File: src/rtl/rom_read_sequencer.sv
// Sweeps every ROM address once per start, driving cs_n/oe_n with programmable wait states
// and handing each byte downstream over valid/ready. Optional ROM_READ_CHECKSUM_EN adds checksum_o.
module rom_read_sequencer #(
  parameter int unsigned ADDR_WIDTH    = 9,
  parameter int unsigned DATA_WIDTH    = 8,
  parameter int unsigned ACCESS_CYCLES = 4
) (
  input  logic                  clk_i,
  input  logic                  reset_i,
  input  logic                  start_i,
  output logic [ADDR_WIDTH-1:0] address_line_o,
  output logic                  rom_cs_n_o,
  output logic                  rom_oe_n_o,
  input  logic [DATA_WIDTH-1:0] rom_data_i,
  output logic [DATA_WIDTH-1:0] data_out_o,
  output logic                  data_valid_o,
  input  logic                  data_ready_i,
  output logic                  busy_o,
`ifdef ROM_READ_CHECKSUM_EN
  output logic [15:0]           checksum_o,
`endif
  output logic                  done_o
);

  typedef enum logic [2:0] {StIdle, StSetup, StAccess, StHold, StDone} state_e;

  localparam logic [7:0] LastCnt = 8'(ACCESS_CYCLES - 1);

  state_e                state_q;
  logic [ADDR_WIDTH-1:0] address_line_q;
  logic                  rom_cs_n_q;
  logic                  rom_oe_n_q;
  logic [DATA_WIDTH-1:0] data_out_q;
  logic                  data_valid_q;
  logic                  busy_q;
  logic                  done_q;
  logic [7:0]            wait_cnt_q;
`ifdef ROM_READ_CHECKSUM_EN
  logic [15:0]           checksum_q;
`endif

  // Outputs are registered together with the state they belong to, so they change on the
  // same edge as the state transition.
  always_ff @(posedge clk_i) begin
    if (reset_i) begin
      state_q        <= StIdle;
      address_line_q <= '0;
      rom_cs_n_q     <= 1'b1;
      rom_oe_n_q     <= 1'b1;
      data_out_q     <= '0;
      data_valid_q   <= 1'b0;
      busy_q         <= 1'b0;
      done_q         <= 1'b0;
      wait_cnt_q     <= '0;
`ifdef ROM_READ_CHECKSUM_EN
      checksum_q     <= '0;
`endif
    end else begin
      done_q <= 1'b0;
      case (state_q)
        StIdle: begin
          if (start_i) begin
            state_q        <= StSetup;
            address_line_q <= '0;
            rom_cs_n_q     <= 1'b0;
            rom_oe_n_q     <= 1'b1;
            busy_q         <= 1'b1;
`ifdef ROM_READ_CHECKSUM_EN
            checksum_q     <= '0;
`endif
          end
        end
        StSetup: begin
          state_q    <= StAccess;
          rom_oe_n_q <= 1'b0;
          wait_cnt_q <= '0;
        end
        StAccess: begin
          wait_cnt_q <= wait_cnt_q + 8'd1;
          if (wait_cnt_q == LastCnt) begin
            state_q      <= StHold;
            rom_oe_n_q   <= 1'b1;
            data_out_q   <= rom_data_i;
            data_valid_q <= 1'b1;
          end
        end
        StHold: begin
          if (data_ready_i) begin
            data_valid_q <= 1'b0;
`ifdef ROM_READ_CHECKSUM_EN
            checksum_q   <= checksum_q + 16'(data_out_q);
`endif
            if (address_line_q == '1) begin
              state_q    <= StDone;
              rom_cs_n_q <= 1'b1;
              done_q     <= 1'b1;
            end else begin
              state_q        <= StSetup;
              address_line_q <= address_line_q + ADDR_WIDTH'(1);
            end
          end
        end
        StDone: begin
          state_q <= StIdle;
          busy_q  <= 1'b0;
        end
        default: state_q <= StIdle;
      endcase
    end
  end

  assign address_line_o = address_line_q;
  assign rom_cs_n_o     = rom_cs_n_q;
  assign rom_oe_n_o     = rom_oe_n_q;
  assign data_out_o     = data_out_q;
  assign data_valid_o   = data_valid_q;
  assign busy_o         = busy_q;
  assign done_o         = done_q;
`ifdef ROM_READ_CHECKSUM_EN
  assign checksum_o     = checksum_q;
`endif

endmodule
File: config.mk
export PLATFORM = sky130hd
export DESIGN_NAME = rom_read_sequencer
export DESIGN_NICKNAME = d
export VERILOG_FILES = /design/src/rtl/rom_read_sequencer.sv
export SDC_FILE = /design/constraint.sdc
export NUM_CORES = 1
export LEC_CHECK = 0
export BUFFER_PORTS_ARGS = -buffer_cell sky130_fd_sc_hd__buf_2
export CELL_PAD_IN_SITES_DETAIL_PLACEMENT = 1
export CELL_PAD_IN_SITES_GLOBAL_PLACEMENT = 2
export CORE_MARGIN = 2
export CORE_UTILIZATION = 32
export CTS_CLUSTER_DIAMETER = 120
export CTS_CLUSTER_SIZE = 10
export DETAILED_ROUTE_END_ITERATION = 10
export PLACE_DENSITY = 0.74
export SYNTH_ARGS = -nofsm -noshare
export SYNTH_HDL_FRONTEND = slang
export SYNTH_SLANG_ARGS = --single-unit
export TNS_END_PERCENT = 20
File: constraint.sdc
create_clock -name clk_i -period 1.95 [get_ports clk_i]
set_input_delay 0.39 -clock clk_i [delete_from_list [all_inputs] [get_ports clk_i]]
set_output_delay 0.39 -clock clk_i [all_outputs]
set_load 0.01 [all_outputs]
==> metrics.cfg <==
[sta]
relSlewSlack_pct=66.05
tightestPinTransition_ns=0.5086
fmax_mhz=557.0
period_share_pct=92.07
totalNegativeSetupSlack_ns=0
rsz0062_at_grt=no
slew_viol_final=0
period_needed_ns=1.795
fin_hold_ws_ns=0.3358
finalSetupViolCount=0
skew_ns=0.002306
hold_viol_final=0

[synthesis]
ys_seq_area_share_pct=42.14
synth_compound_area_share_pct=14.76
syn_area_sq_mm=0.001568
synthesis.nets=183
muxShareOfSynthArea_pct=6.385
synth.cells.most_frequent=dfxtp_1 (33), nor2_1 (29), a21oi_1 (15)
async_flop_share_pct=0
synth_top_area_share_pct=42.14
synth_cell_types=41
synth_top_area_cell=dfxtp_1
yosys.area_share.simple_pct=25.62
synth_area_leaders=dfxtp_1 (42%), nor2_1 (6.9%), mux2i_1 (6.4%)
syn_inst=168
syn_avg_cell_area_sq_um=9.332
synth_top_family_by_area=simple AND/OR/NAND/NOR gates
yosysMostFrequentCell=dfxtp_1
synth-edff-count=0
ys_ff_latch=33
synthAdderAreaFrac_pct=2.394
synth_xor_xnor_area_share_pct=3.911
synth_warnings=0
ys.flop_type=dfxtp_1

[power]
switching_power_w=0.0004291
combPwrFrac_pct=14.9
power_frac_clock_pct=35.0
ir_drop_v=0.0003180
p_leak_nw=0.8655
p_per_area_mw_per_mm2=769.7
internal-power_w=0.001034
pwr-share-seq_pct=50.0
switching_share_pct=29.33

[routing]
dr.first_iter.drc_count=63
drt-total-wl_microns=3707
drc=0
vias=1342
routed_via_density=4.916
wire_per_inst_microns=13.58
ant_nets=0
drt_first_pass_iters=4

[clock_tree]
insertion_delay_ns=0.29
clkSinkCount=33
cts_inserted_buffers=5
cts_buffer_depth=2
cts_root_buf=clkbuf_8
postCtsSetupBuffers=0
cts_tree=done
clk_pin_slew_ns=0.07
ctsHoldBuffers=0
htree_levels=2

[floorplan]
rows=25
dieWidth_microns=74.00
ios=34
initial_core_util_pct=33.19
dieArea_sq_mm=0.005475
core_area_sq_mm=0.004723
die_h_microns=74.00

[hold_path]
worstHoldStart=rom_data_i[1]
hp-class=input port to register

[global_routing]
antenna_found_initial=0
overflow=0
grt_use_total_pct=15.34
grt_pass1_wl_microns=6389
first_global_vias=1368
grt_max_degree=25

[cells_and_area]
diodes=0
syn_to_final_growth_pct=21.23
final_core_util_pct=40.24
drive_above_1_share_pct=30.58
fin_area_sq_mm=0.001901
finalNetCount=220

[worst_setup_path]
end_kind=register
critPathMaxFanout=6
cp.required_ns=2.13
worstPathArrival_ns=1.97
start_kind=register
cp-startpoint=address_line_o[1]
crit_type=register to register
rr_startpoint=address_line_o[1]
reg2reg_slack_ns=0.15

[flow_run]
max_cap_violations=0

[place]
globalplace.congestion=0.8173
port-buffer-count=33
place_hpwl_microns=2718
place_area_sq_mm=0.001805

[status]
status=complete, no violations

what timing repair did:
item / in CTS / in global routing
gates resized for setup: 0 / 1
endpoints found under the setup margin: 1 / 7
pin swaps: 1 / 1
final timing paths:
kind,to,cells after the start
setup / recovery,address_line_o[8],8
hold / removal,data_out_o[1],3
setup reg to reg,address_line_o[8],8
hold reg to reg,busy_o,2
cell type report:
class | instances | area, sq um
Fill cell | 579 | 2823
Multi-Input combinational cell | 122 | 840.8
Sequential cell | 33 | 660.6
Timing Repair Buffer | 40 | 217.7
Tap cell | 67 | 83.83
Clock buffer | 5 | 68.82
Clock inverter | 3 | 17.52
Inverter | 3 | 11.26
worst max-delay path, cell delays in order (launching register included):
cell      delay (ns)
dfxtp_1         0.34
ha_1            0.23
nand3_1         0.09
nor2_1          0.04
ha_1            0.19
nand4b_4        0.24
a21oi_4         0.29
mux2i_1         0.22
nor2_1          0.05
routing by layer:
metal,wire length (microns),vias to the layer above,global-route usage [%],part of all wire (%)
li1,-,664,-,-
met1,1829,636,20.62,49
met2,1596,34,22.32,43
met3,203,8,5.556,5.5
met4,77,0,6.263,2.1
met5,0,-,0,0
state kept, by name, indices dropped and copies added (netlist names):
register / cells
address_line_o: 9
busy_o: 1
data_out_o: 8
data_valid_o: 1
done_o: 1
rom_cs_n_o: 1
rom_oe_n_o: 1
state_q: 3
wait_cnt_q: 8
placed cells by master (no fill, tap or decap), types with 2 or more instances in the layout:
cell / count
o21ai_1: 3
a211oi_2: 6
nand2_1: 6
nor2_2: 3
a31oi_1: 2
buf_2: 33
nor2_1: 29
mux2i_1: 10
a21oi_1: 15
and3_1: 4
buf_4: 7
nand4_1: 2
or3b_1: 2
inv_1: 3
dfxtp_1: 33
nand4b_1: 3
clkbuf_8: 5
ha_1: 3
nor3_1: 3
nand2b_1: 2
clkinv_2: 2
xnor2_1: 6
nand3_1: 6
logic make-up after synthesis:
family,after synthesis
AOI/OAI and AO/OA,32
xor gates and xnor gates,7
adders and majority gates,3
buffers and inverters,13
DFF,33
muxes,10
and+or+nand+nor,70
stage by stage:
step / power, W / instances / setup WS, ns
6_report: 0.001463 / 273 / 0.1547
5_1_grt: 0.001540 / 273 / 0.002696
4_1_cts: 0.001489 / 273 / 0.01896
3_5_place_dp: 0.0009665 / 265 / 0.01373
3_3_place_gp: 0.0009553 / 265 / 0.09476
2_1_floorplan: 0.0009115 / 168 / 0.1101
power by group through the flow:
stage          Sequential [W]  Combinational (W)  Clock [W]
3_3_place_gp         0.000743           0.000213          0
2_1_floorplan        0.000731           0.000180          0
6_report             0.000732           0.000219   0.000512
4_1_cts              0.000729           0.000224   0.000535
3_5_place_dp         0.000745           0.000221          0
5_1_grt              0.000737           0.000249   0.000555
No activity file was read; power rests on OpenSTA's default activity.
